File: config.mk
export PLATFORM = sky130hd
export DESIGN_NAME = controle_iluminacao
export DESIGN_NICKNAME = d
export VERILOG_FILES = /design/src/rtl/controle_iluminacao.sv
export SDC_FILE = /design/constraint.sdc
export NUM_CORES = 1
export LEC_CHECK = 0
export CAP_MARGIN = 20
export CORE_MARGIN = 8
export CORE_UTILIZATION = 35
export DETAILED_ROUTE_END_ITERATION = 16
export PLACE_DENSITY_LB_ADDON = 0.1
export SETUP_SLACK_MARGIN = 0.3
export SLEW_MARGIN = 20
export SYNTH_ARGS = -nofsm -noshare
export SYNTH_HDL_FRONTEND = slang
export SYNTH_SLANG_ARGS = --single-unit
File: constraint.sdc
create_clock -name clk -period 2.8 [get_ports clk]
set_clock_uncertainty 0.1 [all_clocks]
set_input_delay 0.42 -clock clk [delete_from_list [all_inputs] [get_ports clk]]
set_output_delay 0.42 -clock clk [all_outputs]
set_load 0.005 [all_outputs]
File: src/rtl/controle_iluminacao.sv
// Lamp controller: AUTO mode follows the presence sensor with an off-timer, MANUAL mode toggles on button B.
// Optional macro PRESENCE_SYNC_EN inserts a 2-flop synchronizer on infra.
module controle_iluminacao #(
  parameter int AUTO_OFF_T = 30000,
  parameter int CNT_W      = 16
) (
  input  logic clk,
  input  logic rst,
  input  logic A,
  input  logic B,
  input  logic infra,
  output logic lamp,
  output logic modo
);

  typedef enum logic [1:0] {
    AUTO_OFF = 2'b00,
    AUTO_ON  = 2'b01,
    MAN_OFF  = 2'b10,
    MAN_ON   = 2'b11
  } state_t;

  localparam logic [CNT_W-1:0] CNT_LAST = CNT_W'(AUTO_OFF_T - 1);

  state_t           state, next_state;
  logic [CNT_W-1:0] cont, next_cont;
  logic             next_lamp, next_modo;
  logic             presence;

`ifdef PRESENCE_SYNC_EN
  logic sync_1, sync_2;

  always_ff @(posedge clk or negedge rst) begin
    if (!rst) begin
      sync_1 <= 1'b0;
      sync_2 <= 1'b0;
    end else begin
      sync_1 <= infra;
      sync_2 <= sync_1;
    end
  end

  assign presence = sync_2;
`else
  assign presence = infra;
`endif

  always_ff @(posedge clk or negedge rst) begin
    if (!rst) begin
      state <= AUTO_OFF;
      cont  <= '0;
      lamp  <= 1'b0;
      modo  <= 1'b0;
    end else begin
      state <= next_state;
      cont  <= next_cont;
      lamp  <= next_lamp;
      modo  <= next_modo;
    end
  end

  // A outranks B, which outranks the sensor/timer path
  always_comb begin
    next_state = state;
    next_cont  = cont;
    next_lamp  = 1'b0;
    next_modo  = 1'b0;
    case (state)
      AUTO_OFF: begin
        if (A) begin
          next_state = MAN_OFF;
        end else if (presence) begin
          next_state = AUTO_ON;
          next_cont  = '0;
        end
      end
      AUTO_ON: begin
        if (A) begin
          next_state = MAN_ON;
          next_cont  = '0;
        end else if (presence) begin
          next_cont = '0;
        end else if (cont == CNT_LAST) begin
          next_state = AUTO_OFF;
          next_cont  = '0;
        end else begin
          next_cont = cont + 1'b1;
        end
      end
      MAN_OFF: begin
        if (A) begin
          next_state = AUTO_OFF;
          next_cont  = '0;
        end else if (B) begin
          next_state = MAN_ON;
        end
      end
      MAN_ON: begin
        if (A) begin
          next_state = AUTO_OFF;
          next_cont  = '0;
        end else if (B) begin
          next_state = MAN_OFF;
        end
      end
      default: begin
        next_state = AUTO_OFF;
        next_cont  = '0;
      end
    endcase

    // Outputs are decoded from the upcoming state so they register alongside it
    next_lamp = (next_state == AUTO_ON) || (next_state == MAN_ON);
    next_modo = (next_state == MAN_OFF) || (next_state == MAN_ON);
  end

endmodule

==> flow_summary.rst <==
.. list-table::
   :header-rows: 1

   * - Metric
     - Value
   * - Cells after DPL
     - 157
   * - Deepest clock path buffer count
     - 2
   * - Count of final hold-check violations
     - 0
   * - Post-cts resize count
     - 0
   * - Worst slack at placement
     - 300 ps
   * - Series of cell instances along the critical path
     - clkdlybuf4s50_1, nand2b_4, a2111o_1, or4_1, a22oi_1
   * - Flop and latch count out of synthesis
     - 19
   * - Synthesized netlist cell count
     - 118
   * - CP Max Fanout
     - 9
   * - Worst-Skew Late Latency
     - 290 ps
   * - Power density normalized to cell area
     - 566 nW/µm²
   * - Number of distinct library cells after synthesis
     - 34
   * - Proportion of register bits with asynchronous set or reset after synthesis
     - 100%
   * - Total I/O pin count
     - 7
   * - Final HPWL from detailed placement
     - 1800 µm
   * - TritonCTS clock tree
     - built
   * - Required time at the worst-slack endpoint
     - 2920 ps
   * - Crit path buf inv count
     - 1
   * - Leakage Power
     - 0.471 nW
   * - Final layout net count
     - 135
   * - Headroom to the max-slew limit
     - 42.3%
   * - Pin count of the biggest net entering global routing
     - 20
   * - Number of inserted diodes
     - 0
   * - Clock sinks
     - 19
   * - Top flip-flop cell by instance count after synthesis
     - dfrtp_1
   * - Power share of the sequential group
     - 48.4%
   * - Slew Viols, Final
     - 0
   * - Area of the die
     - 5170 µm²
   * - Drt wl/cell
     - 15.6 µm
   * - Clock root buffer master
     - clkbuf_4
   * - Largest vdd supply drop
     - 0.000270 V
   * - CP Class
     - input pin to register
   * - Non-filler cells in the finished layout
     - 161
   * - Global-route wire length before repair
     - 4420 µm
   * - Mean instance size in the synthesized netlist
     - 9.27 µm²
   * - Clk network pwr share
     - 20.1%
   * - Arrival time of the worst setup path
     - 2290 ps
   * - Count of hold buffers inserted by post-cts repair
     - 0
   * - Kind of launch point of the worst setup path
     - input pin
   * - Worst-path clk slew
     - 110 ps
   * - Count of antenna-violating nets left after detailed routing
     - 0
   * - Register-to-Register Setup Slack
     - 740 ps
   * - Port Buf Inserts
     - 6
   * - Total of max-cap violations
     - 0
   * - Deepest level of the CTS H-tree
     - 1
   * - Post-route DRC
     - 0
   * - Yosys synthesis warning count
     - 0
   * - Cell row count
     - 20
   * - Storage element area
     - 475 µm²
   * - Share of final-layout standard cells stronger than drive strength 1
     - 7.03%
   * - Switching pwr
     - 0.000244 W
   * - Max Clk Rate
     - 461 MHz
   * - Internal power
     - 0.000453 W
   * - GR Util All Layers
     - 10.8%
   * - Result of the run
     - finished, final reports clean
   * - Final weighted congestion in routability-driven placement
     - 0.809
   * - Fin Setup TNS
     - 0 ps
   * - Initial Util
     - 36.4%
   * - Vias in the first global route
     - 914
   * - Worst path setup slack after routing
     - 630 ps
   * - Transition time at the pin with the least slew margin
     - 863 ps
   * - Grt ovf
     - 0
   * - Die boundary width
     - 71.9 µm
   * - Switching share of power
     - 35.0%
   * - Fill cell instance count of the final layout
     - 310
   * - Vias per cell
     - 5.99
   * - PnR Total Power
     - 0.000697 W
   * - Slowest stage cell, crit path
     - clkdlybuf4s50_1
   * - Number of synthesized flops with an enable pin
     - 0
   * - Unrepaired setup endpoints after global routing
     - false
   * - Logic gate share of total power
     - 31.4%
   * - HP Class
     - register to register
   * - Delay-heaviest family, CP
     - simple AND/OR/NAND/NOR gates
   * - Highest cell delay on the worst timing path
     - 520 ps
   * - DR pass1 iterations
     - 4
   * - CP Capture Type
     - register
   * - Post-CTS setup buffers
     - 0
   * - Core Area
     - 3000 µm²
   * - Overall die height
     - 71.9 µm
   * - Syn_nets
     - 124
   * - Number of antenna violations at the first check in global routing
     - 0
   * - Sequential element share of the synthesized area
     - 43.5%
   * - Min Clock Period, post-route
     - 2170 ps
   * - Area used by multi-input combinational logic
     - 592 µm²
   * - Most common library cell in the layout ignoring fill and taps
     - dfrtp_1
   * - Initial drt markers
     - 90
   * - Vias
     - 965
   * - Final setup violation count
     - 0
   * - Synth Cell Area
     - 1090 µm²
   * - Area added between synthesis and finish
     - 12.7%
   * - Final period util
     - 77.5%
   * - Commonest cells after routing, fill and taps aside
     - dfrtp_1 (19), o21ai_0 (13), nand3_1 (12)
   * - TritonCTS buffer count
     - 3
   * - Post-Route WL
     - 2510 µm
## through the flow
stage               util (%)  area, µm²  hold WS [ps]
global placement        40.0       1200           420
floorplan                  -       1090          24.4
finish                  41.0       1230           446
detailed placement      40.0       1200           429
global route            41.0       1230           516
CTS                     40.9       1230           455
## state kept, by name (all words and copies together) (netlist names)
signal and flops:
cont 16, modo 1, lamp 1, state 1
## worst reg2reg max path: cells and delay by family (launching register included)
family	cells	cell delay [ps]
compound gates	1	170
fa+ha+maj	1	250
flops	1	430
simple gates	3	1040
## synthesized netlist by cell type, types with 3 or more instances
master	count	share of area [%]
a21oi_1	3	1.4
nand3_1	12	5.5
inv_1	4	1.4
or3_1	4	2.3
a22oi_1	7	4.8
o31ai_1	5	3.4
dfrtp_1	19	43
xnor2_1	3	2.4
nand2_1	10	3.4
or4_1	5	3.4
o21ai_0	13	5.9
## layout make-up
| type | count | area share [%] |
|---|---|---|
| multi-input combinational | 92 | 48.0 |
| sequential | 19 | 38.6 |
| timing repair buffer | 9 | 6.70 |
| tap | 33 | 3.35 |
| clock buffer | 4 | 2.13 |
| inverter | 4 | 1.22 |
## per-layer routing
metal | global-route usage [%] | vias to the layer above | wire length (µm)
met5 | 0 | - | 0
met4 | 5.67 | 0 | 22
met3 | 1.93 | 2 | 148
met2 | 15.9 | 23 | 1070
met1 | 14.7 | 463 | 1270
li1 | - | 477 | -
## worst paths after layout
check	startpoint	depth (start not counted)	to
worst max-delay path	A	5	cont[15]
worst min-delay path	cont[1]	2	cont[1]
worst max register to register	cont[0]	5	cont[12]
worst min register to register	cont[1]	2	cont[1]
max in group asynchronous	rst	1	cont[14]
min in group asynchronous	rst	1	lamp
## power by group through the flow
stage | combinational, W | sequential [W] | clock, W
6_report | 0.000219 | 0.000337 | 0.000140
5_1_grt | 0.000247 | 0.000343 | 0.000162
4_1_cts | 0.000221 | 0.000338 | 0.000152
3_5_place_dp | 0.000220 | 0.000344 | 0
3_3_place_gp | 0.000220 | 0.000343 | 0
2_1_floorplan | 0.000140 | 0.000327 | 0
## cell families after synthesis
kind of cell | synth area share, %
DFF | 43.5
adders and majority gates | 1.14
AOI/OAI and AO/OA | 22.4
and+or+nand+nor | 26.2
buffers and inverters | 2.75
xor gates and xnor gates | 4.01
Note: power is estimated with default switching activity, not from simulation.
==> variant 1, RTL diff (same settings) <==
The output `modo` loses its register stage (`modo` becomes a continuous assignment).
--- a/src/rtl/controle_iluminacao.sv
+++ b/src/rtl/controle_iluminacao.sv
@@ -51,12 +51,12 @@
       cont  <= '0;
       lamp  <= 1'b0;
-      modo  <= 1'b0;
     end else begin
       state <= next_state;
       cont  <= next_cont;
       lamp  <= next_lamp;
-      modo  <= next_modo;
     end
   end
+
+  assign modo = next_modo;
 
   // A outranks B, which outranks the sensor/timer path
Function: changed (a bounded check fails within 4 cycles, from zero or initial values and one cycle with rst low).
==> variant 1 against the original RTL <==
  * Sequential power is 2% lower
  * Power shrank 2.5%
  * Wire length shrank 6.4%
  * Final area down 2.5%
  * Synthesized area down 1.1%
  * Worst setup slack worse by 0.12 ns
  * Synthesized cell count decreased by 8.5%
  * Sequential cell count stayed put
  * Critical path type is now in -> out
==> variant 1: results (changes against the original RTL) <==
Parameter                              Value

Clock tree
  Max Root-Sink Buffers ... 2 (unchanged)
  Resize count post-CTS ... 0 (unchanged)
  Clock buffers created by TritonCTS ... 3 (unchanged)
  Clock insertion delay at the later pin of the skew report ... 0.31 ns (+0.02 ns)

Worst setup path
  Depth of the most critical reg-to-reg path ... 5 (unchanged)
  Capture point of the worst reg-to-reg path ... cont[14]$_DFFE_PN0P_
  Critical-path maximum fanout ... 7 (-2)
  Reg2reg setup slack ... 1.04 ns (+0.30 ns)
  Arrival time of data at the critical path endpoint ... 1.77 ns (-0.52 ns)
  Worst setup path endpoint ... modo

Synth
  Count of different cell masters after synthesis ... 38 (+12%)
  Post-Synthesis Net Count ... 114 (-8.1%)
  Register area share after synthesis ... 43.98% (+0.50 points)
  Largest cells by area after synthesis ... sky130_fd_sc_hd__dfrtp_1, sky130_fd_sc_hd__o21ai_0, sky130_fd_sc_hd__a21oi_1
  Dominant register cell in the synthesized netlist ... sky130_fd_sc_hd__dfrtp_1
  Most frequent cells after synthesis ... sky130_fd_sc_hd__dfrtp_1, sky130_fd_sc_hd__o21ai_0, sky130_fd_sc_hd__a21oi_1, sky130_fd_sc_hd__nand2_1
  Number of warnings issued by yosys ... 0 (unchanged)

Min path
  Class of the tightest hold or removal check ... reg -> reg

GRT
  First-pass GRT wire length ... 4119 µm (-6.9%)
  Antenna violations before repair ... 0 (unchanged)
  Aggregate global-route resource usage ... 9.977% (-0.87 points)
  Number of global-route vias before repair ... 884 (-3.3%)

Status
  Outcome ... finished clean

Layout
  Fillers ... 307 (-0.97%)
  Fraction of final layout cells with drive strength greater than 1 ... 12.82% (+5.8 points)
  Regs by FF count ... cont: 16 flops, state: 2 flops, lamp: 1 flops
  Max reg flops ... 16 (unchanged)
  Antenna diode count ... 0 (unchanged)
  # nets final ... 124 (-8.1%)

STA
  Tightest Pin Transition ... 0.8896 ns (+0.02692 ns)

Drt
  Number of design-rule violations left by the first detailed-router iteration ... 45 (-50%)
  DRT Pass-1 Iters ... 6 (+2)
  Drt via density ... 5.973 (-0.34%)
  Detailed Route WL ... 2345 µm (-6.4%)

Place
  Routability congestion estimate from global placement ... 0.7884 (-2.5%)
  Sum of net half-perimeters after detailed placement ... 1685 µm (-6.6%)

Pwr
  Leakage power of the design ... 0.4275 nW (-9.3%)
  Peak VDD IR ... 0.2586 mV (-4.4%)
[variant 1: per-layer routing]
| layer | vias to the layer above | track usage, % | routed length (µm) |
|---|---|---|---|
| li1 | 441 | - | - |
| met1 | 437 | 12.22 | 1141 |
| met2 | 16 | 15.10 | 1073 |
| met3 | 2 | 4.184 | 107 |
| met4 | 0 | 3.855 | 23 |
| met5 | - | 0 | 0 |
[variant 1: area by class of cell]
cell class / instances / area [µm²] / share of cell area (%)
Clock inverter: 1 / 5.005 / 0.4167
Timing Repair Buffer: 7 / 67.56 / 5.625
Sequential cell: 19 / 475.5 / 39.58
Tap cell: 33 / 41.29 / 3.438
Multi-Input combinational cell: 85 / 581.8 / 48.44
Inverter: 2 / 7.507 / 0.6250
Clock buffer: 3 / 22.52 / 1.875
[variant 1: kinds of logic after synthesis]
logic type	count (synthesis)	synth area share, %
AOI/OAI and AO/OA	34	21.41
xor gates and xnor gates	3	2.431
adders and majority gates	1	1.157
buffers and inverters	4	2.199
DFF	19	43.98
and+or+nand+nor	47	28.82
[variant 1: worst min path at each step]
stage	cells past startpoint	start	to	slack [ns]
floorplan	0	rst	cont[0]$_DFFE_PN0P_	0.02
global placement	1	cont[1]$_DFFE_PN0P_	cont[1]$_DFFE_PN0P_	0.41
detailed placement	1	cont[1]$_DFFE_PN0P_	cont[1]$_DFFE_PN0P_	0.41
CTS	1	cont[1]$_DFFE_PN0P_	cont[1]$_DFFE_PN0P_	0.44
global route	1	cont[1]$_DFFE_PN0P_	cont[1]$_DFFE_PN0P_	0.47
finish	1	cont[0]$_DFFE_PN0P_	cont[0]$_DFFE_PN0P_	0.44
[variant 1: power by group]
part | switching, mW | total, mW | internal (mW)
Combinational | 0.109 | 0.203 | 0.0937
Sequential | 0.0292 | 0.330 | 0.301
Clock | 0.0928 | 0.146 | 0.0533
Total | 0.231 | 0.679 | 0.448
[variant 1: worst max-delay path, cell delays in order]
cell                              delay, ns
sky130_fd_sc_hd__clkdlybuf4s50_1       0.61
sky130_fd_sc_hd__xor2_1                0.21
sky130_fd_sc_hd__clkdlybuf4s50_1       0.53
[variant 1: per-stage QoR]
step / area (µm²) / cells / hold slack [ns] / util [%] / setup WS, ns
2_1_floorplan: 1081 / 108 / 0.02441 / - / 1.125
3_3_place_gp: 1174 / 146 / 0.4050 / 39.08 / 0.5175
3_5_place_dp: 1174 / 146 / 0.4144 / 39.08 / 0.5093
4_1_cts: 1201 / 150 / 0.4437 / 40.00 / 0.4913
5_1_grt: 1201 / 150 / 0.4749 / 40.00 / 0.4184
6_report: 1201 / 150 / 0.4385 / 40.00 / 0.5067
==> variant 2, RTL diff (config.mk and constraints unchanged) <==
Without the edit above. Set the parameter `CNT_W` to 14 (it was 16).
--- a/src/rtl/controle_iluminacao.sv
+++ b/src/rtl/controle_iluminacao.sv
@@ -3,5 +3,5 @@
 module controle_iluminacao #(
   parameter int AUTO_OFF_T = 30000,
-  parameter int CNT_W      = 16
+  parameter int CNT_W      = 14
 ) (
   input  logic clk,
Check against the original RTL: same outputs for any inputs over 10 cycles, from zero or initial values and one cycle with rst low; that may be too few to reach the edited logic, so the function may still have changed.
==> variant 2 against the original RTL <==
  * Worst setup slack got worse by 0.078 ns
  * Wire length down 24%
  * Power shrank 9.6%
  * Critical path type is now reg -> reg
  * First-iteration DRC count is 84% lower
  * Final area fell by 14%
  * Sequential cell count fell by 2
  * Die area down 11%
  * Largest cell class unchanged
  * Hold slack lost 0.0012 ns
  * Highest routed layer unchanged
  * Largest power group unchanged
  * Synthesized area shrank 14%
==> variant 2: results (changes against the original RTL) <==
Parameter                              Value

Pwr
  Peak VDD IR ... 0.4282 mV (+58%)
  Leakage power of the design ... 0.4362 nW (-7.4%)
  Net switching power ... 0.2155 mW (-12%)

Place
  Number of placed instances, taps included ... 131 (-17%)
  Sum of net half-perimeters after detailed placement ... 1332 µm (-26%)
  Routability congestion estimate from global placement ... 0.7359 (-9.0%)
  Count of port buffers added during placement ... 6 (unchanged)
  Worst setup slack after placement ... 0.4914 ns (+0.1919 ns)

Layout
  Max reg flops ... 14 (-2)
  # nets final ... 112 (-17%)
  Fraction of final layout cells with drive strength greater than 1 ... 8.571% (+1.5 points)
  Fillers ... 254 (-18%)
  Antenna diode count ... 0 (unchanged)
  Non-filler cells, final ... 135 (-16%)

Clock tree
  Max Root-Sink Buffers ... 2 (unchanged)
  Clock insertion delay at the later pin of the skew report ... 0.29 ns (about the same)
  Resize count post-CTS ... 0 (unchanged)
  Library cell used as clock root buffer ... sky130_fd_sc_hd__clkbuf_4
  Clock buffers created by TritonCTS ... 3 (unchanged)
  Clock H-tree levels ... 1 (unchanged)
  Clock-pin slew reported for the worst setup and hold paths after clock tree synthesis ... about 0.10 ns

STA
  Peak clock frequency supported by timing ... 444.7 MHz (-3.5%)
  Tightest Pin Transition ... 0.8114 ns (-0.05128 ns)
  Setup Total Neg Slack ... 0 ns (unchanged)

Synth
  Post-Synthesis Net Count ... 102 (-18%)
  Count of different cell masters after synthesis ... 37 (+8.8%)
  Cell count after synthesis ... 96 (-19%)
  Largest cells by area after synthesis ... sky130_fd_sc_hd__dfrtp_1, sky130_fd_sc_hd__xnor2_1, sky130_fd_sc_hd__nand3_1
  Number of warnings issued by yosys ... 0 (unchanged)
  Synth async-reset ratio ... 100.0% (unchanged)
  Most frequent cells after synthesis ... sky130_fd_sc_hd__dfrtp_1, sky130_fd_sc_hd__nand2_1, sky130_fd_sc_hd__nand3_1
  Register area share after synthesis ... 45.27% (+1.8 points)

GRT
  Pin count of the biggest net entering global routing ... 18 (-10%)
  Number of global-route vias before repair ... 671 (-27%)
  Aggregate global-route resource usage ... 9.381% (-1.5 points)
  First-pass GRT wire length ... 3194 µm (-28%)
  Antenna violations before repair ... 0 (unchanged)

Worst setup path
  Setup crit start ... cont[0]$_DFFE_PN0P_
  Arrival time of data at the critical path endpoint ... 2.39 ns (+0.10 ns)
  Critical-path maximum fanout ... 10 (+1)

Drt
  Drt via density ... 5.393 (-10%)
  Number of design-rule violations left by the first detailed-router iteration ... 14 (-84%)
  Per-cell routed wire length ... 14.16 µm (-9.0%)

Floorplan
  Initial core utilization ... 37.25% (+0.84 points)
  Area of the die ... 4599 µm² (-11%)

Min path
  Class of the tightest hold or removal check ... reg -> reg
  Source of the worst hold timing path ... cont[9]$_DFFE_PN0P_

Status
  Outcome ... finished clean
[variant 2: changes by cell type after synthesis, moves of 3 or more]
cell	delta
sky130_fd_sc_hd__a22oi_1	-7
sky130_fd_sc_hd__inv_1	-3
sky130_fd_sc_hd__nand3_1	-4
sky130_fd_sc_hd__nor2_1	+5
sky130_fd_sc_hd__o21ai_0	-10
sky130_fd_sc_hd__or4_1	-4
[variant 2: power groups by stage]
stage | registers (mW) | logic [mW] | clock network (mW)
CTS | 0.303 | 0.195 | 0.146
finish | 0.302 | 0.193 | 0.135
floorplan | 0.303 | 0.114 | 0
detailed placement | 0.307 | 0.195 | 0
global placement | 0.307 | 0.196 | 0
global route | 0.310 | 0.215 | 0.152
[variant 2: worst paths after layout]
| path | endpoint | slack, ns | cells past startpoint |
|---|---|---|---|
| worst max-delay path | cont[13]$_DFFE_PN0P_ | 0.55 | 6 |
| worst min-delay path | cont[9]$_DFFE_PN0P_ | 0.44 | 1 |
| min in group asynchronous | cont[10]$_DFFE_PN0P_ | 0.48 | 1 |
| worst min register to register | cont[9]$_DFFE_PN0P_ | 0.44 | 1 |
| worst max register to register | cont[13]$_DFFE_PN0P_ | 0.55 | 6 |
| max in group asynchronous | cont[0]$_DFFE_PN0P_ | 1.62 | 1 |
[variant 2: layout make-up]
class                           instances  area [µm²]  area share (%)
Clock buffer                            4       26.28           2.468
Multi-Input combinational cell         75       496.7           46.65
Inverter                                1       3.754          0.3525
Sequential cell                        17       425.4           39.95
Tap cell                               30       37.54           3.525
Timing Repair Buffer                    8       75.07           7.051
[variant 2: routing by layer]
metal / share of wire (%) / GRT usage [%] / wire length (µm)
met1: 49 / 12.04 / 938
met2: 46 / 13.49 / 876
met3: 4.1 / 4.085 / 78
met4: 0.99 / 3.836 / 19
met5: 0 / 0 / 0
[variant 2: metrics by stage]
| step | cell area [µm²] | util (%) |
|---|---|---|
| after floorplan | 939.7 | - |
| after global placement | 1039 | 41.17 |
| after detailed placement | 1039 | 41.17 |
| after CTS | 1065 | 42.21 |
| after global routing | 1065 | 42.21 |
| final | 1065 | 42.21 |
[variant 2: critical path, stage by stage (launching register included)]
cell                       delay [ns]
sky130_fd_sc_hd__dfrtp_1         0.45
sky130_fd_sc_hd__ha_1            0.25
sky130_fd_sc_hd__nand3_2         0.17
sky130_fd_sc_hd__nor4b_4         0.08
sky130_fd_sc_hd__a2111o_1        0.55
sky130_fd_sc_hd__or4_1           0.50
sky130_fd_sc_hd__nand3_1         0.09
[variant 2: cells by family after synthesis]
| kind of cell | synth area share (%) |
|---|---|
| simple gates | 30.76 |
| buf+inv | 1.863 |
| xor+xnor | 5.593 |
| flops | 45.27 |
| compound gates | 15.18 |
| fa+ha+maj | 1.331 |
